==> config.mk <==
export PLATFORM = sky130hd
export DESIGN_NAME = cdc_handshake_tx
export DESIGN_NICKNAME = d
export VERILOG_FILES = /design/src/rtl/cdc_handshake_tx.sv
export SDC_FILE = /design/constraint.sdc
export NUM_CORES = 1
export LEC_CHECK = 0
export ABC_AREA = 1
export ABC_CLOCK_PERIOD_IN_PS = 2000
export CAP_MARGIN = 15
export CORE_AREA = 2 2 77 79
export DETAILED_ROUTE_END_ITERATION = 10
export DIE_AREA = 0 0 79 81
export PLACE_DENSITY_LB_ADDON = 0.08
export SLEW_MARGIN = 5
export SYNTH_ARGS = -nofsm -noshare
export SYNTH_HDL_FRONTEND = slang
export SYNTH_SLANG_ARGS = --single-unit
==> constraint.sdc <==
create_clock -name sys_clk_i -period 2 [get_ports sys_clk_i]
set_input_delay 0.4 -clock sys_clk_i [delete_from_list [all_inputs] [get_ports sys_clk_i]]
set_output_delay 0.4 -clock sys_clk_i [all_outputs]
set_load 0.01 [all_outputs]
==> src/rtl/cdc_handshake_tx.sv <==
// Source side of a 4-phase req/ack clock-domain-crossing link.
// One word is taken on a valid/ready port, parked on cdc_data_o and announced with
// cdc_req_o. The far side echoes it on the asynchronous cdc_ack_i.
// Each wait on the far side is supervised by a timeout that raises a sticky error.

// Plain two-flop synchroniser for signals entering this clock domain.
module beat_it_twice #(
   parameter int DATA_WIDTH = 1
) (
   input  logic                  clk,
   input  logic [DATA_WIDTH-1:0] d,
   output logic [DATA_WIDTH-1:0] q
);

   logic [DATA_WIDTH-1:0] meta;

   // Two back-to-back flops, left unreset so they can sit right at the boundary.
   always_ff @(posedge clk) begin
      meta <= d;
      q    <= meta;
   end

endmodule

module cdc_handshake_tx #(
   parameter int DATA_WIDTH     = 32,
   parameter int TIMEOUT_CYCLES = 1024,
   parameter int CNT_WIDTH      = 16
) (
   input  logic                  sys_clk_i,
   input  logic                  sys_rst_n_i,
   input  logic [DATA_WIDTH-1:0] s_data_i,
   input  logic                  s_valid_i,
   output logic                  s_ready_o,
   output logic [DATA_WIDTH-1:0] cdc_data_o,
   output logic                  cdc_req_o,
   input  logic                  cdc_ack_i,
   output logic                  done_o,
   output logic                  err_o,
   input  logic                  err_clr_i,
   output logic                  busy_o
);

   // Upstream handshake: a word moves on any rising edge where s_valid_i and s_ready_o
   // are both high. s_ready_o is high only in IDLE. While s_ready_o is low, s_valid_i
   // is ignored and the upstream must hold its word unchanged until it is taken.

   typedef enum logic [1:0] {
      IDLE  = 2'd0,
      REQ   = 2'd1,
      REL   = 2'd2,
      DRAIN = 2'd3
   } state_t;

   // Last counter value of a phase; reaching it with no exit condition is a timeout.
   localparam logic [CNT_WIDTH-1:0] CNT_LAST = CNT_WIDTH'(TIMEOUT_CYCLES - 1);

   state_t                state_q;
   state_t                state_d;
   logic [CNT_WIDTH-1:0]  cnt_q;
   logic [CNT_WIDTH-1:0]  cnt_d;
   logic [DATA_WIDTH-1:0] data_q;
   logic [DATA_WIDTH-1:0] data_d;
   logic                  req_q;
   logic                  req_d;
   logic                  done_q;
   logic                  done_d;
   logic                  err_q;
   logic                  err_d;
   logic                  ready_q;
   logic                  ready_d;
   logic                  busy_q;
   logic                  busy_d;
   logic                  ack_s;
   logic                  cnt_max;
   logic                  timeout;

   // Bring the far-side acknowledge into sys_clk_i; IDLE ignores it, so stale power-up values are harmless.
   beat_it_twice #(
      .DATA_WIDTH (1)
   ) u_ack_sync (
      .clk (sys_clk_i),
      .d   (cdc_ack_i),
      .q   (ack_s)
   );

   assign cnt_max = (cnt_q == CNT_LAST);

   // Next-state, counter and output logic; an exit condition always beats the timeout.
   always_comb begin
      state_d = state_q;
      cnt_d   = cnt_q;
      data_d  = data_q;
      req_d   = req_q;
      done_d  = 1'b0;
      timeout = 1'b0;
      case (state_q)
         IDLE: begin
            cnt_d = '0;
            req_d = 1'b0;
            if (s_valid_i && ready_q) begin
               data_d  = s_data_i;
               req_d   = 1'b1;
               state_d = REQ;
            end
         end
         REQ: begin
            if (ack_s) begin
               req_d   = 1'b0;
               cnt_d   = '0;
               state_d = REL;
            end else if (cnt_max) begin
               req_d   = 1'b0;
               cnt_d   = '0;
               timeout = 1'b1;
               state_d = DRAIN;
            end else begin
               cnt_d = cnt_q + CNT_WIDTH'(1);
            end
         end
         REL: begin
            if (!ack_s) begin
               done_d  = 1'b1;
               cnt_d   = '0;
               state_d = IDLE;
            end else if (cnt_max) begin
               cnt_d   = '0;
               timeout = 1'b1;
               state_d = DRAIN;
            end else begin
               cnt_d = cnt_q + CNT_WIDTH'(1);
            end
         end
         DRAIN: begin
            // Request is already withdrawn; wait as long as it takes for ack to drop.
            req_d = 1'b0;
            cnt_d = '0;
            if (!ack_s) begin
               state_d = IDLE;
            end
         end
         default: begin
            req_d   = 1'b0;
            cnt_d   = '0;
            state_d = IDLE;
         end
      endcase
   end

   // Sticky error: a timeout on the same cycle as a clear still sets it.
   always_comb begin
      err_d = err_q;
      if (timeout) begin
         err_d = 1'b1;
      end else if (err_clr_i) begin
         err_d = 1'b0;
      end
   end

   // Status flags are registered from the next state so they line up with the state register.
   always_comb begin
      ready_d = (state_d == IDLE);
      busy_d  = (state_d != IDLE);
   end

   // State register and all registered outputs; reset pulls req low at once.
   always_ff @(posedge sys_clk_i or negedge sys_rst_n_i) begin
      if (!sys_rst_n_i) begin
         state_q <= IDLE;
         cnt_q   <= '0;
         data_q  <= '0;
         req_q   <= 1'b0;
         done_q  <= 1'b0;
         err_q   <= 1'b0;
         ready_q <= 1'b1;
         busy_q  <= 1'b0;
      end else begin
         state_q <= state_d;
         cnt_q   <= cnt_d;
         data_q  <= data_d;
         req_q   <= req_d;
         done_q  <= done_d;
         err_q   <= err_d;
         ready_q <= ready_d;
         busy_q  <= busy_d;
      end
   end

   assign s_ready_o  = ready_q;
   assign cdc_data_o = data_q;
   assign cdc_req_o  = req_q;
   assign done_o     = done_q;
   assign err_o      = err_q;
   assign busy_o     = busy_q;

endmodule

==> impl_results.md, run 1 <==
* Most Used Layer, Global Route: met2
* Drt pass-1 iters at 4
* Die area at 6399 µm²
* Vias at 1,764
* Clock Sinks at 57
* RSZ-0062 raised after global routing: no
* Worst-path clk slew at 0.07 ns
* Flop pwr share at 37.9%
* Mean number of vias per cell at 4.546
* Crit-path max FO at 2
* I/O pins at 74
* DP Wirelength at 3445 µm
* Min-Delay Path Class: input port to async pin
* CTS resizes at 0
* DR DRC count at 0
* Largest net degree at the start of global routing at 56
* Setup TNS at 0 ns
* Clock Path Buffers at 2
* Net Switching at 1459 µW
* Nets at 352
* Post-Syn Area per Cell at 11.30 µm²
* Post-cts hold buffer count at 0
* Port Buffers at 73
* CP Class: register to primary output
* R2R cell count at 6
* Final Instance Count excl. Fillers at 388
* # fillers at 496
* Final hold violations at 0
* Total CTS buffers at 9
* Met2 Use GR at 25.25%
* DRT antenna net count at 0
* Starting Density at 45.00%
* Leading area contributor after synthesis: dfrtp_1
* Power Density at 1306 nW/µm²
* DIE HEIGHT at 81 µm
* Post-synth top area share at 52.92%
* Startpoint Class: register
* Placed cells at 372
* Max_slew headroom at 73.89%
* Total of max-cap violations at 0
* CP top delay family: flip-flops
* Final min period at 1.785 ns
* Initial DRC Count at 67
* Crit end category: primary output
* Crit path DAT at 1.39 ns
* Clk pwr share at 20.4%
* Gr ovfl total at 0
* Internal at 3198 µW
* Syn_nets at 270
* Leakage at 0.001589 µW
* FMAX at 560.1 MHz
* Vias in the first global route at 1,685
* Largest stage delay on the critical path at 0.54 ns
* CP required at 1.60 ns
* Die Span X at 79 µm
* Yosys warns at 0
* Final Cycle Share at 89.27%
* Flop2flop setup slack at 0.38 ns
* Worst slew pin tran at 0.3893 ns
* GR Util All Layers at 15.91%
* RR Endpoint: cnt_q[2]$_DFF_PN0_
* Worst-Skew Late Latency at 0.32 ns
* CTS tree: done
* R2R Path Start: state_q[1]$_DFF_PN0_
* Met1 usage at 19.61%
* FP Rows at 28
* First-pass GRT wire length at 7707 µm
* Ranking of synthesized cells by area: dfrtp_1 (53%), mux2_2 (14%), nand2_1 (4.0%)
* Seq/Total Area, Yosys at 55.51%
* Postcts setup bufs at 0
* Status: completed
* Clock skew at 0.004162 ns
* VDD IR max at 0.8164 mV
* CP cell instances: clkdlybuf4s50_1
* Combinational power share at 41.8%
* CTS H-tree lvls at 3
* Distinct cells, synth at 32
* Syn Inst Count at 226
* Share of post-route cells with drive strength above 1 at 23.64%
* Post-Route WL at 4824 µm
* Wire per inst at 12.43 µm
* Routability cong. at 0.8046
* Root buf cell: clkbuf_8
* CP bufs+invs at 1
* GR Layer Usage met3 at 5.333%
* Switching share of power at 31.33%
* Ant diodes at 0
* Antenna violations before repair at 0
* Core area at 5675 µm²
* Mapped Area at 2554 µm²
* Final setup vio count at 0
* Synth-to-layout area growth at 39.64%
* FF+latch count, synth at 57
* Final Slew Violations at 0
* CP max-delay cell: dfstp_2
## cell usage after synthesis
master,number
ha_1,7
inv_2,1
xor2_1,7
buf_2,3
nand2_4,2
o21ai_2,1
a21oi_1,2
nor2_4,1
a211oi_1,1
nor2_1,26
xnor2_1,3
nand2_2,6
nor3_1,2
nor3_4,2
nand3_1,7
o22ai_1,1
nand3_2,2
nand2_1,27
nor3b_2,1
o21ai_1,1
nor3b_1,1
dfrtp_1,54
dfstp_2,1
nand4_1,1
inv_1,24
nor3_2,1
a21oi_2,1
o21ai_0,1
nor2_2,4
dfxtp_1,2
buf_6,1
mux2_2,32
## power by group through the flow
stage / Combinational (µW) / Sequential, µW / Clock [µW]
after floorplan: 803 / 1960 / 0
after detailed placement: 1970 / 1790 / 0
after global placement: 1940 / 1780 / 0
after CTS: 1980 / 1770 / 982
after global routing: 2120 / 1820 / 1030
final: 1940 / 1760 / 949
## worst max path at each step
| stage | endpoint | startpoint | cells past startpoint |
|---|---|---|---|
| after floorplan | cdc_data_o[0]$_DFFE_PN0P_ | state_q[1]$_DFF_PN0_ | 5 |
| after global placement | cdc_data_o[5]$_DFFE_PN0P_ | s_valid_i | 6 |
| after detailed placement | cdc_data_o[31]$_DFFE_PN0P_ | s_valid_i | 6 |
| after CTS | s_ready_o | s_ready_o$_DFF_PN1_ | 1 |
| after global routing | s_ready_o | s_ready_o$_DFF_PN1_ | 1 |
| final | s_ready_o | s_ready_o$_DFF_PN1_ | 1 |
## layout by cell type, fill, tap and decap left out, types with 2 or more instances in the layout
cell,netlist,final
nor2_2,4,4
nand2_4,2,2
nand2_1,27,27
a21oi_1,2,2
dfrtp_1,54,54
ha_1,7,7
inv_1,24,24
clkdlybuf4s50_1,0,72
xnor2_1,3,3
nor3_4,2,2
buf_12,0,2
clkinv_2,0,2
clkinvlp_4,0,3
dfxtp_1,2,2
nand3_2,2,2
nor3_1,2,2
clkbuf_8,0,10
nand2_2,6,6
nand3_1,7,7
xor2_1,7,7
mux2_2,32,32
nor2_1,26,26
## area by class of cell
type                       count  area [µm²]  area share (%)
clock buffer                  10       137.6           3.860
clock inverter                 6       41.29           1.158
inverter                      25       93.84           2.632
multi-input combinational    140        1016           28.49
sequential                    57        1418           39.75
tap                           75       93.84           2.632
timing repair buffer          75       765.7           21.47
## sequential cells by signal, indices dropped and copies added, names as in the netlist
signal	flops
busy_o	1
cdc_data_o	32
cdc_req_o	1
cnt_q	16
done_o	1
err_o	1
s_ready_o	1
state_q	2
u_ack_sync.meta	1
u_ack_sync.q	1
## kinds of logic after synthesis
group	Yosys count	share of synthesized area (%)
simple gates	83	16.81
flops	57	55.51
mux	32	14.11
buf+inv	29	4.703
xor+xnor	10	3.430
compound gates	8	2.009
fa+ha+maj	7	3.430
## stage by stage
step / util (%) / hold WS (ns) / total power, µW / area (µm²) / setup WS [ns]
floorplan: - / 0.1044 / 2759 / 2554 / 0.5394
global placement: 59.68 / 0.3101 / 3721 / 3387 / 0.2614
detailed placement: 59.68 / 0.3171 / 3756 / 3387 / 0.2502
CTS: 62.83 / 0.06758 / 4728 / 3566 / 0.1863
global route: 62.83 / 0.07675 / 4973 / 3566 / 0.1642
finish: 62.83 / 0.05736 / 4657 / 3566 / 0.2146
## worst register-to-register path, delay by kind of cell, from the launching register on
family / cells / cell delay (ns)
compound gates: 1 / 0.11
fa+ha+maj: 1 / 0.32
buf+inv: 1 / 0.19
flops: 1 / 0.41
simple gates: 3 / 0.51
## per-layer routing
metal / vias up / share of wire, %
met3: 4 / 5.3
li1: 883 / -
met2: 45 / 49
met4: 0 / 1.2
met5: - / 0
met1: 832 / 44
No activity file was read; power rests on OpenSTA's default activity.
==> run 2, diff against run 1 <==
- CTS_BUF_LIST: unset -> sky130_fd_sc_hd__clkbuf_8 sky130_fd_sc_hd__clkbuf_16
- SLEW_MARGIN: 5 -> unset
==> results of run 2 <==
No change in the layout: final DEF, timing and power equal those of run 1.
